**src/rtl/imm_pkg.sv**
```systemverilog
// Shared types for the immediate decoder: format enum, opcode map and decoded record.
package imm_pkg;

    localparam int XLEN_MAX = 64;

    typedef enum logic [2:0] {
        FMT_R, FMT_I, FMT_S, FMT_B, FMT_U, FMT_J, FMT_Z, FMT_NONE
    } fmt_e;

    localparam logic [6:0] OPC_OP        = 7'b0110011;
    localparam logic [6:0] OPC_OP_IMM    = 7'b0010011;
    localparam logic [6:0] OPC_LOAD      = 7'b0000011;
    localparam logic [6:0] OPC_STORE     = 7'b0100011;
    localparam logic [6:0] OPC_BRANCH    = 7'b1100011;
    localparam logic [6:0] OPC_LUI       = 7'b0110111;
    localparam logic [6:0] OPC_AUIPC     = 7'b0010111;
    localparam logic [6:0] OPC_JAL       = 7'b1101111;
    localparam logic [6:0] OPC_JALR      = 7'b1100111;
    localparam logic [6:0] OPC_FENCE     = 7'b0001111;
    localparam logic [6:0] OPC_SYSTEM    = 7'b1110011;
    localparam logic [6:0] OPC_OP_32     = 7'b0111011;
    localparam logic [6:0] OPC_OP_IMM_32 = 7'b0011011;

    // Sized for the widest datapath; narrower builds use the low XLEN bits.
    typedef struct packed {
        logic [XLEN_MAX-1:0] imm;
        fmt_e                fmt;
        logic                illegal;
        logic [XLEN_MAX-1:0] pc;
        logic [XLEN_MAX-1:0] target;
    } dec_t;

endpackage

```
**src/rtl/imm_decode_pipe_if.sv**
```systemverilog
// Fetch-side and execute-side handshakes of the immediate decoder.
interface imm_decode_pipe_if #(parameter int XLEN = 32);

    logic            in_valid;
    logic            in_ready;
    logic [31:0]     in_instr;
    logic [XLEN-1:0] in_pc;
    logic            out_valid;
    logic            out_ready;
    logic [XLEN-1:0] out_imm;
    logic [2:0]      out_fmt;
    logic            out_illegal;
    logic [XLEN-1:0] out_pc;
    logic [XLEN-1:0] out_target;

    modport master (
        output in_valid, in_instr, in_pc, out_ready,
        input  in_ready, out_valid, out_imm, out_fmt, out_illegal, out_pc, out_target
    );

    modport slave (
        input  in_valid, in_instr, in_pc, out_ready,
        output in_ready, out_valid, out_imm, out_fmt, out_illegal, out_pc, out_target
    );

endinterface

```
**src/rtl/imm_extract.sv**
```systemverilog
// Combinational format classification, immediate extraction and target computation.
// Define IMM_CSR_EN to decode CSR-immediate SYSTEM instructions as Z-format.
module imm_extract
    import imm_pkg::*;
#(
    parameter int XLEN = 32
) (
    input  logic [31:0]     instr,
    input  logic [XLEN-1:0] pc,
    output dec_t            dec
);

    logic signed [31:0] imm32;
    fmt_e               fmt;
    logic               illegal;
    logic               pc_rel;
    logic [XLEN-1:0]    imm_x;
    logic [XLEN-1:0]    target;

    // NOTE: every always_comb output gets a default first, so no path can infer a latch.
    always_comb begin
        imm32   = '0;
        fmt     = FMT_NONE;
        illegal = 1'b0;
        pc_rel  = 1'b0;
        unique case (instr[6:0])
            OPC_OP: fmt = FMT_R;
            OPC_OP_IMM, OPC_LOAD, OPC_JALR, OPC_FENCE: begin
                fmt   = FMT_I;
                imm32 = {{20{instr[31]}}, instr[31:20]};
            end
            OPC_SYSTEM: begin
`ifdef IMM_CSR_EN
                if (instr[14] && instr[13:12] != 2'b00) begin
                    fmt   = FMT_Z;
                    imm32 = {27'b0, instr[19:15]};
                end else begin
                    fmt   = FMT_I;
                    imm32 = {{20{instr[31]}}, instr[31:20]};
                end
`else
                fmt   = FMT_I;
                imm32 = {{20{instr[31]}}, instr[31:20]};
`endif
            end
            OPC_STORE: begin
                fmt   = FMT_S;
                imm32 = {{20{instr[31]}}, instr[31:25], instr[11:7]};
            end
            OPC_BRANCH: begin
                fmt    = FMT_B;
                pc_rel = 1'b1;
                imm32  = {{20{instr[31]}}, instr[7], instr[30:25], instr[11:8], 1'b0};
            end
            OPC_LUI: begin
                fmt   = FMT_U;
                imm32 = {instr[31:12], 12'b0};
            end
            OPC_AUIPC: begin
                fmt    = FMT_U;
                pc_rel = 1'b1;
                imm32  = {instr[31:12], 12'b0};
            end
            OPC_JAL: begin
                fmt    = FMT_J;
                pc_rel = 1'b1;
                imm32  = {{12{instr[31]}}, instr[19:12], instr[20], instr[30:21], 1'b0};
            end
            OPC_OP_32: begin
                if (XLEN == 64) fmt = FMT_R;
                else            illegal = 1'b1;
            end
            OPC_OP_IMM_32: begin
                if (XLEN == 64) begin
                    fmt   = FMT_I;
                    imm32 = {{20{instr[31]}}, instr[31:20]};
                end else begin
                    illegal = 1'b1;
                end
            end
            default: illegal = 1'b1;
        endcase
    end

    // imm32 is signed, so the size cast sign-extends into the wider datapath.
    assign imm_x  = XLEN'(imm32);
    assign target = pc + (pc_rel ? imm_x : XLEN'(4));

    always_comb begin
        dec         = '0;
        dec.imm     = XLEN_MAX'(imm_x);
        dec.fmt     = fmt;
        dec.illegal = illegal;
        dec.pc      = XLEN_MAX'(pc);
        dec.target  = XLEN_MAX'(target);
    end

endmodule

```
**src/rtl/imm_decode_pipe.sv**
```systemverilog
// Registered immediate decoder with a 2-entry skid buffer, flush and saturating illegal counter.
// Optional IMM_CSR_EN (see imm_extract) enables Z-format CSR-immediate decoding.
module imm_decode_pipe
    import imm_pkg::*;
#(
    parameter int XLEN  = 32,
    parameter int CNT_W = 16
) (
    input  logic                clk,
    input  logic                rst,
    input  logic                flush,
    imm_decode_pipe_if.slave    bus,
    output logic [CNT_W-1:0]    illegal_cnt
);

    generate
        if (XLEN != 32 && XLEN != 64) begin : g_xlen_check
            $error("imm_decode_pipe: XLEN must be 32 or 64");
        end
    endgenerate

    dec_t             dec;
    dec_t             main_q;
    dec_t             skid_q;
    logic             main_valid_q;
    logic             skid_valid_q;
    logic             accept;
    logic             main_free;
    logic [CNT_W-1:0] cnt_q;

    imm_extract #(.XLEN(XLEN)) u_extract (
        .instr (bus.in_instr),
        .pc    (bus.in_pc),
        .dec   (dec)
    );

    // Skid occupancy alone gates acceptance, so in_ready comes straight from a flop.
    assign accept    = bus.in_valid && !skid_valid_q && !flush;
    assign main_free = !main_valid_q || bus.out_ready;

    // NOTE: state updates use non-blocking assignments so every flop samples pre-edge values.
    // NOTE: the data entries are reset too because their contents drive the outputs directly.
    always_ff @(posedge clk or posedge rst) begin
        if (rst) begin
            main_q       <= '0;
            skid_q       <= '0;
            main_valid_q <= 1'b0;
            skid_valid_q <= 1'b0;
        end else if (flush) begin
            main_valid_q <= 1'b0;
            skid_valid_q <= 1'b0;
        end else if (main_free) begin
            if (skid_valid_q) begin
                main_q       <= skid_q;
                main_valid_q <= 1'b1;
                skid_valid_q <= 1'b0;
            end else if (accept) begin
                main_q       <= dec;
                main_valid_q <= 1'b1;
            end else begin
                main_valid_q <= 1'b0;
            end
        end else if (accept) begin
            skid_q       <= dec;
            skid_valid_q <= 1'b1;
        end
    end

    always_ff @(posedge clk or posedge rst) begin
        if (rst) begin
            cnt_q <= '0;
        end else if (accept && dec.illegal && cnt_q != {CNT_W{1'b1}}) begin
            cnt_q <= cnt_q + 1'b1;
        end
    end

    assign bus.in_ready    = !skid_valid_q;
    assign bus.out_valid   = main_valid_q;
    assign bus.out_imm     = main_q.imm[XLEN-1:0];
    assign bus.out_fmt     = main_q.fmt;
    assign bus.out_illegal = main_q.illegal;
    assign bus.out_pc      = main_q.pc[XLEN-1:0];
    assign bus.out_target  = main_q.target[XLEN-1:0];
    assign illegal_cnt     = cnt_q;

    generate
        if (XLEN < XLEN_MAX) begin : g_narrow
            logic unused_hi;
            assign unused_hi = ^{main_q.imm[XLEN_MAX-1:XLEN], main_q.pc[XLEN_MAX-1:XLEN],
                                 main_q.target[XLEN_MAX-1:XLEN]};
        end
    endgenerate

endmodule
```
**src/flat_wrapper.sv**
```systemverilog
// flat-port wrapper written by rule: the top's interface ports become plain ports
module imm_decode_pipe_flat import imm_pkg::*;
#(
    parameter int XLEN  = 32,
    parameter int CNT_W = 16
)
  (clk, rst, flush, illegal_cnt, bus_in_valid, bus_in_instr, bus_in_pc, bus_out_ready, bus_in_ready, bus_out_valid, bus_out_imm, bus_out_fmt, bus_out_illegal, bus_out_pc, bus_out_target);
  imm_decode_pipe_if #(.XLEN(XLEN)) bus_i ();
  input  logic clk;
  input  logic rst;
  input  logic flush;
  output logic [CNT_W-1:0] illegal_cnt;
  input wire logic [$bits(bus_i.in_valid)-1:0] bus_in_valid;
  input wire logic [$bits(bus_i.in_instr)-1:0] bus_in_instr;
  input wire logic [$bits(bus_i.in_pc)-1:0] bus_in_pc;
  input wire logic [$bits(bus_i.out_ready)-1:0] bus_out_ready;
  output wire logic [$bits(bus_i.in_ready)-1:0] bus_in_ready;
  output wire logic [$bits(bus_i.out_valid)-1:0] bus_out_valid;
  output wire logic [$bits(bus_i.out_imm)-1:0] bus_out_imm;
  output wire logic [$bits(bus_i.out_fmt)-1:0] bus_out_fmt;
  output wire logic [$bits(bus_i.out_illegal)-1:0] bus_out_illegal;
  output wire logic [$bits(bus_i.out_pc)-1:0] bus_out_pc;
  output wire logic [$bits(bus_i.out_target)-1:0] bus_out_target;
  assign bus_i.in_valid = bus_in_valid;
  assign bus_i.in_instr = bus_in_instr;
  assign bus_i.in_pc = bus_in_pc;
  assign bus_i.out_ready = bus_out_ready;
  assign bus_in_ready = bus_i.in_ready;
  assign bus_out_valid = bus_i.out_valid;
  assign bus_out_imm = bus_i.out_imm;
  assign bus_out_fmt = bus_i.out_fmt;
  assign bus_out_illegal = bus_i.out_illegal;
  assign bus_out_pc = bus_i.out_pc;
  assign bus_out_target = bus_i.out_target;
  imm_decode_pipe #(.XLEN(XLEN), .CNT_W(CNT_W)) u_core (.clk(clk), .rst(rst), .flush(flush), .bus(bus_i), .illegal_cnt(illegal_cnt));
endmodule
```
**config.mk**
```make
export PLATFORM = sky130hd
export DESIGN_NAME = imm_decode_pipe_flat
export DESIGN_NICKNAME = d
export VERILOG_FILES = /design/src/rtl/imm_pkg.sv /design/src/rtl/imm_decode_pipe_if.sv /design/src/rtl/imm_extract.sv /design/src/rtl/imm_decode_pipe.sv /design/src/flat_wrapper.sv
export SDC_FILE = /design/constraint.sdc
export NUM_CORES = 1
export LEC_CHECK = 0
export BUFFER_PORTS_ARGS = -buffer_cell sky130_fd_sc_hd__buf_4
export CAP_MARGIN = 20
export CORE_MARGIN = 2
export CORE_UTILIZATION = 30
export CTS_BUF_LIST = sky130_fd_sc_hd__clkbuf_8
export DETAILED_ROUTE_END_ITERATION = 12
export PLACE_DENSITY = 0.48
export SYNTH_ARGS = -nofsm -noshare
export SYNTH_HDL_FRONTEND = slang
export SYNTH_SLANG_ARGS = --single-unit
export TNS_END_PERCENT = 100
```
**constraint.sdc**
```tcl
create_clock -name clk -period 8.8 [get_ports clk]
set_input_delay 0.44 -clock clk [delete_from_list [all_inputs] [get_ports clk]]
set_output_delay 0.44 -clock clk [all_outputs]
set_load 0.005 [all_outputs]
```
==> results of run 1 <==
==> metal layers <==
metal  global-route usage (%)  up-vias  wire length [um]
li1                         -     4730                 -
met1                     27.1     4507             17300
met2                     28.6      224             15900
met3                     4.13       47              2150
met4                     6.10        0               785
met5                        0        -                 0
==> synthesized netlist by cell type (all sizes together), types with 18 or more instances <==
cell      n  area (um2)
dfrtp   218        5460
xor2     20         175
xnor2    25         219
mux2i    44         440
o21a     18         135
a21oi    90         450
ha       32         400
nand2   328        1230
nor2     90         338
clkbuf   67         251
nand3    25         125
o21ai   153         766
==> registers in the layout (all words and copies together) (netlist names) <==
name and flops:
u_core.bus.out_fmt 3, u_core.bus.out_illegal 1, u_core.bus.out_imm 32, u_core.bus.out_pc 32
u_core.bus.out_target 32, u_core.bus.out_valid 1, u_core.illegal_cnt 16, u_core.skid_q 100
u_core.skid_valid_q 1
==> power by group <==
part | internal (mW) | leakage [nW] | switching [mW]
clock network | 0.610 | 0.479 | 0.456
registers | 1.17 | 2.77 | 0.106
logic | 0.223 | 3.43 | 0.246
==> per-stage QoR <==
stage	hold WS [ns]	cell area (um2)	setup slack, ns	util, %
2_1_floorplan	0.442	11200	2.40	-
3_3_place_gp	0.457	13000	3.36	35.4
3_5_place_dp	0.462	13000	3.77	35.4
4_1_cts	0.0295	13900	4.31	37.8
5_1_grt	0.0573	13900	3.79	37.8
6_report	0.0799	13900	4.25	37.8
==> final timing paths <==
path                                startpoint                endpoint  cells after the start
setup / recovery               bus_in_instr[3]       u_core.skid_q[24]                     17
hold reg to reg              u_core.skid_q[70]       u_core.skid_q[70]                      2
min in group asynchronous                  rst  u_core.bus.out_imm[15]                      3
hold / removal                   bus_in_pc[31]       u_core.skid_q[95]                      3
max in group asynchronous                  rst      u_core.skid_q[130]                      5
setup reg to reg           u_core.skid_valid_q      u_core.skid_q[134]                      4
==> placed cells by master (no fill, tap or decap), types with 16 or more instances in the layout <==
| cell type | Yosys | layout |
|---|---|---|
| ha_1 | 32 | 32 |
| o21a_1 | 18 | 18 |
| mux2i_1 | 44 | 44 |
| nand2_1 | 328 | 328 |
| a21oi_1 | 90 | 90 |
| o21ai_0 | 151 | 151 |
| nand3_1 | 25 | 25 |
| buf_4 | 0 | 196 |
| dfrtp_1 | 218 | 217 |
| xnor2_1 | 25 | 25 |
| xor2_1 | 20 | 20 |
| clkbuf_8 | 0 | 51 |
| and3_1 | 16 | 16 |
| nor2_1 | 90 | 89 |
| inv_1 | 16 | 25 |
==> worst min-delay path, cell delays in order <==
cell and delay, ns:
buf_4 0.10, nand2_1 0.04, nand2_1 0.05
==> kinds of logic after synthesis <==
kind of cell / after synthesis
XOR/XNOR: 45
flip-flops: 218
AO/OA/AOI/OAI: 329
adder cells (fa/ha/maj): 33
other: 1
buffers and inverters: 95
multiplexers: 50
AND/OR/NAND/NOR: 516
==> repair_timing <==
item | in CTS | in global routing
hold buffers | 1 | 0
hold endpoints to repair | 58 | 0
gates resized for setup | 0 | 0
==> cell type report <==
cell class | count | area (um2)
Sequential cell | 218 | 5460
Inverter | 16 | 67.6
Tap cell | 468 | 586
Timing Repair Buffer | 198 | 1490
Fill cell | 3782 | 22800
Clock inverter | 18 | 163
Multi-Input combinational cell | 974 | 5400
Clock buffer | 51 | 702
==> results.md, run 1 <==
- GRT Util Overall: 19.0%
- Synth Area in Adders: 3.76%
- WL final: around 36 mm
- Die Y: slightly below 200 um
- Cell row count: 70
- Maximum VDD drop: just under 80 uV
- Hold WC Path Type: in -> reg
- H-tree depth: 2
- Drt drc: 0
- Vias per inst: approximately 4.9
- Initial antenna violation count: 0
- Kind of critical path: in -> reg
- Critical path arrival: roughly 5 ns
- CTS tree: built
- CP Capture Type: register
- First-pass DRT Iterations: 7
- Total setup buffers inserted after CTS: 0
- Routed len/inst: 18.6 um
- EDFF count, synth: 0
- Mapped cell area: between 10,000 and 15,000 um2
- Synthesized area per cell: 8.70 um2
- Fmax: ~0.22 GHz
- Max Slew Vio Count: 0
- Root buffer cell: clkbuf_8
- RSZ-0062 raised after global routing: false
- Final setup fails: 0
- Nets: approximately 1.6k
- Ys flop type: dfrtp_1
- # clock sinks: 218
- First-pass GRT wire length: 56.6 mm
- Worst Path Buf+Inv: 2
- Worst EP required: between 9 and 10 ns
- Worst path slowest cell: o21ai_0
- Final setup skew: ~0.021 ns
- GRT Residual Overflow: 0
- Final GP Congestion: between 0.8 and 0.9
- Post-synthesis sequential area ratio: just under 50%
- CTS Buf Count: between 40 and 50
- Largest net degree at the start of global routing: 96
- Overall power: 2.81 mW
- Cells after Synth: roughly 1.3k
- Reg clk slew, reported paths: about 0.06 ns
- Via count: 9,508
- Crit path max fanout: 12
- Synth-to-layout area growth: 23.9%
- Fin crit period: 4.55 ns
- R2R Setup Slk: 5.39 ns
- Post-route ant nets: 0
- Post-synthesis mux area share: approximately 4.5%
- Ratio of cells with drive above 1 in the final layout: between 10% and 20%
- Setup TNS: 0 ns
- Longest Clk Path Bufs: 3
- ANT cells: 0
- Post-Synth XOR/XNOR Area: under 10%
- Synth async-reset ratio: 100%
- Simple-gate portion of the synthesized area: 19.5%
- Outcome: finished clean
- Lkg Pwr: between 6 and 7 nW
- CP dominant cell by count: o21ai_0
- Crit path launch type: input port
- Syn_nets: between 1k and 1.5k
- Area of the core: ~37,000 um2
- Number of global-route vias before repair: ~9.3k
- Combinational family with the most area after synthesis: simple AND/OR/NAND/NOR gates
- Worst skew pair latency: 0.58 ns
- Cells after DPL: 1,873
- Port buffer count: around 190
- Crit share post-route: 51.7%
- PD cells: 203 nW/um2
- Iteration-0 DRC Markers: roughly 550
- Synth warnings: 0
- Initial Util: a little under a third
- Post-synthesis register bit count: about 220
- Slowest stage delay, CP: 0.51 ns
- Final hold vios: 0
- Netlist cell types: 58
- Max Cap Viol: 0
- Post-Layout Cell Count: 1,943
- Crit-path cells: buf_4 -> nor4bb_1 -> buf_2 -> a21oi_1 -> o21ai_0 -> o21a_1 -> nand2_1 -> nor2_1 -> ha_1 -> and3_1 -> a221oi_1 -> a2bb2oi_1 -> o22ai_1 -> o21ai_0 -> o21ai_0 -> xnor2_1 -> o21ai_0
- Worst Tran Pin Value: 1.03 ns
- Post-DP HPWL: 25.7 mm
- Top cell family by delay on the critical path: compound AO/OA/AOI/OAI gates
- Die Area: 38,900 um2
- Worst slew margin: 31.0%
- Compound-Gate Fraction of Synth Area: about 17%
- Io pins: ~190
- Die width: 197 um
Power figures use the tool's default switching activity.
==> run 2: changes to the inputs <==
- clock period: 8.8 -> 4.5 ns (I/O delays scaled with it)
==> results.md, run 2 (synthesis results as in run 1) <==
- Outcome: finished clean
- CTS tree: built
- Max Cap Viol: 0 (unchanged)
- Cells after DPL: 1,893 (+1.1%)
- # clock sinks: 218 (unchanged)
- Nets: 1,607 (+3.5%)
- Cell area after layout: 14,300 um2 (+3.4%)
- Fmax: 0.264 GHz
- Gate power share: 18.0% (+1.3 points)
- WL final: 36.8 mm (+1.8%)
- Die Area: 38,900 um2 (unchanged)
- Crit share post-route: approximately 84%
- Internal power: 3.77 mW (+88%)
- Drt drc: 0 (unchanged)
- Post-DP HPWL: 26.1 mm (+1.3%)
- First-pass DRT Iterations: 5 (-2)
- Post-DP Area: 13,200 um2 (+1.5%)
- Critical path arrival: 4.22 ns (-0.76 ns)
- Post-route ant nets: 0 (unchanged)
- Setup TNS: 0 ns (unchanged)
- Maximum VDD drop: 191 uV (+140%)
- Worst slew margin: 35.8% (+4.8 points)
- PD cells: 371 nW/um2 (+83%)
- RR Endpoint: u_core.illegal_cnt[7]
- PostCTS Resize Cnt: 0 (unchanged)
- RSZ-0062 raised after global routing: false
- Worst Tran Pin Value: 0.961 ns (-0.0736 ns)
- Vias per inst: 4.89 (about the same)
- CTS Buf Count: 40 (-4.8%)
- Sw Pwr: 1.55 mW (+92%)
- Clock power share: 35.0% (-2.9 points)
- Initial antenna violation count: 0 (unchanged)
- Via count: 9,776 (+2.8%)
- Ratio of cells with drive above 1 in the final layout: 18.7% (+0.32 points)
- Hold WC Path Type: in -> reg
- R2r worst-path depth: 5 (+1)
- Switching share of power: 29.2% (+0.42 points)
- Root buffer cell: clkbuf_8
- Commonest non-fill, non-tap cell in the layout: nand2_1
- Initial Util: 30.5% (unchanged)
- Largest net degree at the start of global routing: 109 (+14%)
- First-pass GRT wire length: 56.7 mm (about the same)
- Longest Clk Path Bufs: 3 (unchanged)
- Worst skew pair latency: 0.57 ns (about the same)
- Worst flop-to-flop path startpoint: u_core.skid_valid_q
- GRT Util Overall: 18.9% (-0.058 points)
- Seq pwr share: 47.0% (+1.6 points)
- Fin crit period: between 3 and 4 ns
- H-tree depth: 2 (unchanged)
- Kind of critical path: in -> reg
- Routed len/inst: 18.4 um (-1.0%)
- Io pins: 187 (unchanged)
- Crit path launch type: input port
- Hold worst-path end: u_core.skid_q[163]
- Total setup buffers inserted after CTS: 0 (unchanged)
- ANT cells: 0 (unchanged)
- Most frequent cells in the layout: 328 x nand2_1, 217 x dfrtp_1, 213 x buf_4, 151 x o21ai_0, 90 x a21oi_1
- Final setup skew: 0.0165 ns (-0.00480 ns)
- Max Slew Vio Count: 0 (unchanged)
- Number of global-route vias before repair: 9,444 (+1.1%)
- Final hold vios: 0 (unchanged)
- Final setup fails: 0 (unchanged)
- Crit path max fanout: 21 (+9)
- Die Y: 197 um (unchanged)
- Top reg by flops: u_core.skid_q
- Reg clk slew, reported paths: 0.06 ns (about the same)
- Post-Layout Cell Count: 1,998 (+2.8%)
- Cell row count: 70 (unchanged)
- Final GP Congestion: 0.854 (-0.49%)
- CP Capture Type: register
- Iteration-0 DRC Markers: 726 (+31%)
- Hold path start: bus_in_instr[31]
- Die width: 197 um (unchanged)
- Max FFs per register: 100 (unchanged)
- Hold Path Stages: 3 (unchanged)
- Port buffer count: 186 (unchanged)
- Worst EP required: 4.94 ns (-4.29 ns)
- Synth-to-layout area growth: 28.1%
- GRT Residual Overflow: 0 (unchanged)
- R2R Setup Slk: 1.71 ns (-3.68 ns)
- Area of the core: 36,700 um2 (unchanged)
- Lkg Pwr: 6.91 nW (+3.4%)
==> run 2: critical path, cell delays in order <==
cell and delay [ns]:
buf_4 0.15, nor4bb_1 0.29, buf_4 0.21, a21oi_1 0.05
o32a_1 0.45, buf_4 0.29, nor2_1 0.19, ha_1 0.36
and2_1 0.22, and3_1 0.21, a211o_1 0.31, a221o_1 0.34
a221oi_1 0.27, a21boi_1 0.34, mux2i_1 0.22, nand3_1 0.08
==> run 2: power groups by stage <==
stage | Clock (mW) | Sequential [mW] | Combinational [mW]
6_report | 1.86 | 2.50 | 0.959
5_1_grt | 2.02 | 2.55 | 1.09
4_1_cts | 1.94 | 2.50 | 0.985
3_5_place_dp | 0 | 2.53 | 0.958
3_3_place_gp | 0 | 2.52 | 0.945
2_1_floorplan | 0 | 2.49 | 0.461
==> run 2: cell type report <==
| type | instances | area (um2) |
|---|---|---|
| Clock buffer | 51 | 702 |
| Timing Repair Buffer | 255 | 2060 |
| Fill cell | 3762 | 22400 |
| Multi-Input combinational cell | 974 | 5400 |
| Clock inverter | 16 | 68.8 |
| Tap cell | 468 | 586 |
| Sequential cell | 218 | 5460 |
| Inverter | 16 | 63.8 |
==> run 2: worst max path at each step <==
stage               startpoint                        end
2_1_floorplan  bus_in_instr[3]  u_core.bus.out_target[31]
3_3_place_gp   bus_in_instr[3]  u_core.bus.out_target[31]
3_5_place_dp   bus_in_instr[3]  u_core.bus.out_target[31]
4_1_cts        bus_in_instr[3]  u_core.bus.out_target[31]
5_1_grt        bus_in_instr[3]  u_core.bus.out_target[31]
6_report       bus_in_instr[3]  u_core.bus.out_target[31]
==> run 2: layer usage <==
layer | wire length (um) | track usage, % | share of wire, % | vias to the layer above
met5 | 0 | 0 | 0 | -
met4 | 566 | 4.62 | 1.5 | 0
met3 | 2250 | 4.42 | 6.1 | 42
met2 | 16600 | 29.5 | 45 | 247
met1 | 17400 | 26.6 | 47 | 4643
li1 | - | - | - | 4844
==> run 2: metrics by stage <==
step	total power, mW	hold WS, ns	utilization (%)	setup WS (ns)
after global routing	5.65	0.0318	39.1	0.518
after detailed placement	3.49	0.453	35.9	0.183
after CTS	5.43	0.00853	39.1	0.790
after floorplan	2.96	0.330	-	0.639
final	5.32	0.0405	39.1	0.713
after global placement	3.47	0.450	35.9	0.211
==> run 2: repair_timing <==
action	4_1_cts	5_1_grt
setup endpoints to repair	0	0
hold endpoints to repair	214	0
hold buffers	38	0
